### src/rtl/lsu_stage.sv
// rtl/lsu_stage.sv - single-outstanding load/store unit between execute and data memory
module lsu_stage #(
   parameter int unsigned MAX_WAIT = 255
) (
   input  logic        clk,
   input  logic        rst_n,
   input  logic        req_valid,
   output logic        req_ready,
   input  logic [5:0]  alucode,
   input  logic [31:0] addr,
   input  logic [31:0] store_data,
   input  logic [4:0]  rd_in,
   output logic        dmem_req,
   output logic        dmem_we,
   output logic [3:0]  dmem_be,
   output logic [31:0] dmem_addr,
   output logic [31:0] dmem_wdata,
   input  logic        dmem_ack,
   input  logic [31:0] dmem_rdata,
   output logic        resp_valid,
   output logic        resp_err,
   output logic        wb_valid,
   output logic [4:0]  wb_rd,
   output logic [31:0] wb_data
);

   localparam logic [5:0] ALU_LB  = 6'd18;
   localparam logic [5:0] ALU_LH  = 6'd19;
   localparam logic [5:0] ALU_LW  = 6'd20;
   localparam logic [5:0] ALU_LBU = 6'd21;
   localparam logic [5:0] ALU_LHU = 6'd22;
   localparam logic [5:0] ALU_SB  = 6'd23;
   localparam logic [5:0] ALU_SH  = 6'd24;
   localparam logic [5:0] ALU_SW  = 6'd25;

   localparam logic [1:0] S_IDLE   = 2'd0;
   localparam logic [1:0] S_ACCESS = 2'd1;
   localparam logic [1:0] S_DONE   = 2'd2;

   function automatic logic is_load(input logic [5:0] op);
      return (op == ALU_LB) || (op == ALU_LH) || (op == ALU_LW) ||
             (op == ALU_LBU) || (op == ALU_LHU);
   endfunction

   function automatic logic is_store(input logic [5:0] op);
      return (op == ALU_SB) || (op == ALU_SH) || (op == ALU_SW);
   endfunction

   logic [1:0]  state;
   logic [5:0]  op_q;
   logic [31:0] addr_q;
   logic [31:0] sd_q;
   logic [4:0]  rd_q;
   logic [15:0] cnt;
   logic        err_q;
   logic [31:0] ld_q;

   logic        accept;
   logic        misaligned;
   logic [16:0] cnt_inc;
   logic [1:0]  off_q;
   logic        st_we;
   logic [3:0]  st_be;
   logic [31:0] st_wdata;
   logic [7:0]  ld_byte;
   logic [15:0] ld_half;
   logic [31:0] ld_next;

   assign accept  = req_valid && (state == S_IDLE) && (is_load(alucode) || is_store(alucode));
   assign cnt_inc = {1'b0, cnt} + 17'd1;
   assign off_q   = addr_q[1:0];

   always_comb begin
      misaligned = 1'b0;
      case (alucode)
         ALU_LH, ALU_LHU, ALU_SH: misaligned = addr[0];
         ALU_LW, ALU_SW:          misaligned = (addr[1:0] != 2'b00);
         default:                 misaligned = 1'b0;
      endcase
   end

   always_comb begin
      st_we    = 1'b0;
      st_be    = 4'b1111;
      st_wdata = sd_q;
      case (op_q)
         ALU_SB: begin
            st_we    = 1'b1;
            st_be    = 4'b0001 << off_q;
            st_wdata = {4{sd_q[7:0]}};
         end
         ALU_SH: begin
            st_we    = 1'b1;
            st_be    = off_q[1] ? 4'b1100 : 4'b0011;
            st_wdata = {2{sd_q[15:0]}};
         end
         ALU_SW:  st_we = 1'b1;
         default: st_we = 1'b0;
      endcase
   end

   always_comb begin
      case (off_q)
         2'd0:    ld_byte = dmem_rdata[7:0];
         2'd1:    ld_byte = dmem_rdata[15:8];
         2'd2:    ld_byte = dmem_rdata[23:16];
         default: ld_byte = dmem_rdata[31:24];
      endcase
      ld_half = off_q[1] ? dmem_rdata[31:16] : dmem_rdata[15:0];
      case (op_q)
         ALU_LB:  ld_next = {{24{ld_byte[7]}}, ld_byte};
         ALU_LBU: ld_next = {24'd0, ld_byte};
         ALU_LH:  ld_next = {{16{ld_half[15]}}, ld_half};
         ALU_LHU: ld_next = {16'd0, ld_half};
         default: ld_next = dmem_rdata;
      endcase
   end

   always_ff @(posedge clk or negedge rst_n) begin
      if (!rst_n) begin
         state  <= S_IDLE;
         op_q   <= 6'd0;
         addr_q <= 32'd0;
         sd_q   <= 32'd0;
         rd_q   <= 5'd0;
         cnt    <= 16'd0;
         err_q  <= 1'b0;
         ld_q   <= 32'd0;
      end else begin
         case (state)
            S_IDLE: begin
               if (accept) begin
                  op_q   <= alucode;
                  addr_q <= addr;
                  sd_q   <= store_data;
                  rd_q   <= rd_in;
                  cnt    <= 16'd0;
                  ld_q   <= 32'd0;
                  // misaligned ops never touch the memory port
                  if (misaligned) begin
                     err_q <= 1'b1;
                     state <= S_DONE;
                  end else begin
                     err_q <= 1'b0;
                     state <= S_ACCESS;
                  end
               end
            end
            S_ACCESS: begin
               cnt <= cnt_inc[15:0];
               if (dmem_ack) begin
                  ld_q  <= ld_next;
                  err_q <= 1'b0;
                  state <= S_DONE;
               end else if (cnt_inc == 17'(MAX_WAIT)) begin
                  err_q <= 1'b1;
                  state <= S_DONE;
               end
            end
            S_DONE:  state <= S_IDLE;
            default: state <= S_IDLE;
         endcase
      end
   end

   assign req_ready  = (state == S_IDLE);
   assign dmem_req   = (state == S_ACCESS);
   assign dmem_we    = dmem_req & st_we;
   assign dmem_be    = dmem_req ? st_be : 4'b0000;
   assign dmem_addr  = dmem_req ? {addr_q[31:2], 2'b00} : 32'd0;
   assign dmem_wdata = dmem_req ? st_wdata : 32'd0;

   assign resp_valid = (state == S_DONE);
   assign resp_err   = resp_valid & err_q;
   assign wb_valid   = resp_valid & ~err_q & is_load(op_q) & (rd_q != 5'd0);
   assign wb_rd      = rd_q;
   assign wb_data    = ld_q;

endmodule

### config.mk
export PLATFORM = sky130hd
export DESIGN_NAME = lsu_stage
export DESIGN_NICKNAME = d
export VERILOG_FILES = /design/src/rtl/lsu_stage.sv
export SDC_FILE = /design/constraint.sdc
export NUM_CORES = 1
export LEC_CHECK = 0
export ABC_AREA = 1
export CORE_AREA = 4 4 127 129
export CTS_CLUSTER_DIAMETER = 60
export DETAILED_ROUTE_END_ITERATION = 7
export DIE_AREA = 0 0 131 133
export GPL_ROUTABILITY_DRIVEN = 0
export PLACE_DENSITY = 0.8
export SYNTH_ARGS = -nofsm -noshare
export SYNTH_HDL_FRONTEND = slang
export SYNTH_SLANG_ARGS = --single-unit
### constraint.sdc
create_clock -name clk -period 2.72 [get_ports clk]
set_clock_uncertainty 0.2 [all_clocks]
set_input_delay 0.408 -clock clk [delete_from_list [all_inputs] [get_ports clk]]
set_output_delay 0.408 -clock clk [all_outputs]
set_load 0.01 [all_outputs]
# --- Yosys cells after proc, flatten, opt, wreduce, memory -nomap -nowiden ---
# Cells that the tools add are included.
word_totals:
  ff_bits: 126
  input_bits: 111
  out_inout_bits: 111
op_classes:
  muxes: 26
  n_addsub: 1
  eq_ne: 24
  n_reduce_logical: 26
  shifts: 1
  bitwise: 6
ops:
  columns: ["cell", "n"]
  rows:
  - ["$mux 32", 4]
  - ["$pmux 32 s2", 2]
  - ["$pmux 32 s4", 1]
  - ["$eq 6x5->1 const B", 16]
  - ["$mux 16", 2]
  - ["$pmux 16 s2", 1]
  - ["$pmux 8 s3", 1]
  - ["$add 16x1->17 const B", 1]
  - ["$eq 17x8->1 const B", 1]
  - ["$logic_or 1x1->1", 11]
  - ["$mux 2", 4]
  - ["$mux 4", 2]
  - ["$pmux 4 s2", 1]
  - ["$reduce_and 2->1", 3]
  - ["$reduce_and 3->1", 2]
  - ["$reduce_or 3->1", 2]
  - ["$and 1x1->1", 5]
  - ["$mux 1", 5]
  - ["$reduce_bool 5->1", 1]
  - ["$eq 2x1->1 const B", 2]
  - ["$eq 2x2->1 const B", 2]
  - ["$logic_not 2->1", 2]
  - ["$ne 2x1->1 const B", 2]
  - ["$pmux 1 s2", 2]
  - ["other kinds (7)", 9]

# --- Depth between registers and ports, before layout ---
# Gate-level depths: netlist of run 1.
depth:
  ltp_word: 9
  mapped_depth: 14
  mapped_depth_nobuf: 14

# --- Worst setup path before layout of run 1 ---
# OpenSTA, ideal clock, no wires.
synth_timing:
  path_type: "reg-to-output"
  startpoint: "register op_q[5]"
  endpoint: "output dmem_wdata[20]"
  n_path_buf: 1
  path_stages_with_launch: 9
  path_slack_ps: 508
  arrival_ps: 1604
  required_time_ps: 2112
  cell_sequence: "dfrtp_1 > nor2_4 > inv_2 > nor4_4 > inv_2 > nand2_4 > buf_6 > o21ai_0 > a21oi_1"
synth_between:
  elab_chain_cells: 3
  elab_cells_between_ends: 4
  classes_between: "eq/ne (2); mux (2)"
synth_lines:
  columns: ["item", "line", "rtl"]
  rows:
  - ["start, declared", "50", "logic [5:0] op_q;"]
  - ["start signal, assigned", "133", "op_q <= alucode;"]
  - ["$eq 6x5->1", "86", "case (op_q)"]
  - ["$pmux 32 s2 *", "86", null]
  - ["$mux 32 *", "171", "assign dmem_wdata = dmem_req ? st_wdata : 32'd0;"]
  - ["end, declared", "17", "output logic [31:0] dmem_wdata,"]
# Mark *: on every way between the ends. The rest lies on a longest branch, timed or not.

# --- Worst setup path in the final report of run 1 ---
layout_timing:
  startpoint: "register op_q[5]"
  endpoint: "output dmem_wdata[13]"
# Same word-level chain as after synthesis.

==> results.md, run 1 <==
- Largest net degree at the start of global routing: 49
- Synth Instances: 909
- Footprint of the multi-input gates: 3300 um2
- CTS max path bufs: 2
- Vias in the first global route: 7133
- Die W: 131 um
- Arrival @ worst endpoint: 2180 ps
- HPWL Detailed: 16200 um
- Post-Route Setup TNS: -276 ps
- Largest cells by area after synthesis: dfrtp_1 (45%), nor2_1 (9.3%), nand2_1 (8.1%)
- Reg2reg start: state[0]
- Tot GR Track Use: 0.260
- Post-layout minimum cycle time: 2790 ps
- Final Hold Fails: 0
- Row count: 45
- #FFs+latches synth: 126
- Worst EP required: 2110 ps
- Max FO, Critical Path: 6
- Die Span Y: 133 um
- Top_reg_cell synth: dfrtp_1
- Hold WS: 217 ps
- Post-DR vias/cell: 5.41
- Post-synth ARST share: 1.00
- Syn Area/Cell: 7.63 um2
- Setup WS post-layout: -70.0 ps
- Slew Limit Fails: 0
- Yosys warns: 0
- Worst Reg-to-Reg Cells: 8
- CP Class: reg -> out
- Wirelength per Cell: 17.0 um
- Failing checks: negative setup slack
- Port bufs: 219
- H-tree depth: 4
- Final Cycle Share: 1.03
- Peak Freq: 0.358 GHz
- Ports: 222
- Clock sinks: 126
- Leak pwr: 4.84 nW
- R2R Setup Slk: 400 ps
- Fill cells: 1164
- Worst skew pair latency: 420 ps
- Area leader, netlist: dfrtp_1
- Core Region: 15000 um2
- Grt ovf: 0
- Mapped cell area: 6940 um2
- RR Endpoint: wb_data[31]
- Drt pass-1 iters: 5
- Routed WL: 23000 um
- Clk slew on worst S/H paths: 60 ps
- Diode count: 0
- Area growth syn-to-layout: 47.5%
- Tightest Hold Check Type: in -> async
- CTS tree: done
- Share of final-layout standard cells stronger than drive strength 1: 0.178
- Starting density of the core: 0.461
- Initial antenna violation count: 0
- RSZ-0062 raised after global routing: true
- Final count of negative-setup-slack endpoints: 13
- Number of flops mapped to enable cells by yosys: 0
- Yosys top cell area share: 0.455
- Total CTS buffers: 17
- Root buffer cell: clkbuf_16
- Final nets: 1264
- Initial detailed-routing violation count: 805
- Status: complete, but fails checks
- Cell variety after synth: 37
- Crit path launch type: register
- Max_cap viols: 0
- # DRC: 0
- Peak supply drop: 0.000430 V
- Post-DRT Antenna Nets: 0
- Register area: 3150 um2
- Via count: 7302
- First-pass GRT wire length: 35600 um
- Critical Path End Type: output pin
- Full die area: 17400 um2
- Pwr/cell area: 696 nW/um2
- Sequential fraction of the synthesis area: 0.455
==> timing repair <==
action	in CTS	in global routing
hold endpoints to repair	98	0
gates resized for setup	136	66
endpoints found under the setup margin	31	32
pin swaps	10	16
hold buffers	1	0
setup buffers	9	13
cloned	1	1
==> cell usage after synthesis (2+ instances only) <==
master    count
or2_2         9
o221ai_1      7
o22ai_1       9
o21ai_2       2
buf_4         5
ha_1          2
nand4_1      13
nor3_1        3
o211ai_1      9
buf_6         5
mux2_2       21
nand2_4       2
clkbuf_1     13
nor2_2        4
buf_2        12
a21oi_1      76
nor2_4        2
nor2_1      171
inv_4         2
inv_1        95
o21ai_1      11
buf_1        11
inv_2         9
o21ai_0      69
nand3_1      51
nand3_2      11
dfrtp_1     126
nand2_1     150
==> per-layer routing <==
layer  global-route usage  part of all wire  up-vias
met5                    0                 0        -
met4               0.0989             0.033        0
met3               0.0832              0.10       63
met2                0.416              0.47      366
met1                0.326              0.40     3433
li1                     -                 -     3440
==> kinds of logic after synthesis <==
| family | after synthesis | synth area share |
|---|---|---|
| flops | 126 | 0.455 |
| simple gates | 422 | 0.268 |
| mux | 21 | 0.0341 |
| compound gates | 185 | 0.145 |
| fa+ha+maj | 2 | 0.00361 |
| buf+inv | 152 | 0.0933 |
| other cells | 1 | 0.000541 |
==> worst max path at each step <==
stage | end | depth (start not counted) | from
floorplan | dmem_wdata[20] | 8 | op_q[5]
global placement | dmem_wdata[10] | 9 | op_q[5]
detailed placement | dmem_wdata[18] | 9 | op_q[5]
CTS | dmem_wdata[18] | 10 | op_q[2]
global route | dmem_wdata[30] | 10 | op_q[5]
finish | dmem_wdata[13] | 9 | op_q[5]
==> registers in the layout, summed over array words and instances, names as in the netlist <==
register and count:
addr_q 32, cnt 16, err_q 1, op_q 6, sd_q 32, state 2, wb_data 32, wb_rd 5
==> worst max-delay path: stages, from the launching register on <==
cell      delay (ps)
dfrtp_1          410
nor2_4           120
nand4_1          160
nor2_2           220
clkinv_4         140
buf_4            160
o21ai_2          130
o21ai_2           70
a21oi_1          170
buf_2            180
==> stage by stage <==
step	area (um2)	power, W	worst slack, ps	utilization	instances
2_1_floorplan	6940	0.00384	508	-	910
3_3_place_gp	9400	0.00470	67.2	0.625	1297
3_5_place_dp	9400	0.00476	2.22	0.625	1297
4_1_cts	10000	0.00696	-135	0.668	1338
5_1_grt	10200	0.00749	-172	0.680	1350
6_report	10200	0.00712	-70.0	0.680	1350
==> cells in the final DEF, fill, tap and decap left out, types with 18 or more instances in the layout <==
master           netlist  layout
o21ai_0               69      51
mux2_2                21      21
clkdlybuf4s50_1        0     182
nor2_1               171     168
buf_4                  5      32
inv_1                 95      93
dfrtp_1              126     126
buf_2                 12      23
a21oi_1               76      68
nand3_1               51      51
clkbuf_16              0      18
nand2_1              150     143
==> power by group <==
group / switching [W] / total, W / internal, W
Combinational: 0.00136 / 0.00241 / 0.00105
Sequential: 0.000284 / 0.00258 / 0.00230
Clock: 0.000811 / 0.00212 / 0.00131
==> final cells by class <==
cell class	instances	area share
multi-input cells	632	0.323
clock inverters	6	0.00599
repair buffers	268	0.252
clock buffers	24	0.0471
well taps	188	0.0230
flip-flops and latches	126	0.308
inverters	106	0.0409
Power figures use the tool's default switching activity.
==> run 2: changes to the inputs <==
CTS_CLUSTER_DIAMETER = 100   (was 60)
==> results of run 2 <==
The final DEF is identical to that of run 1; final timing and power are the same.
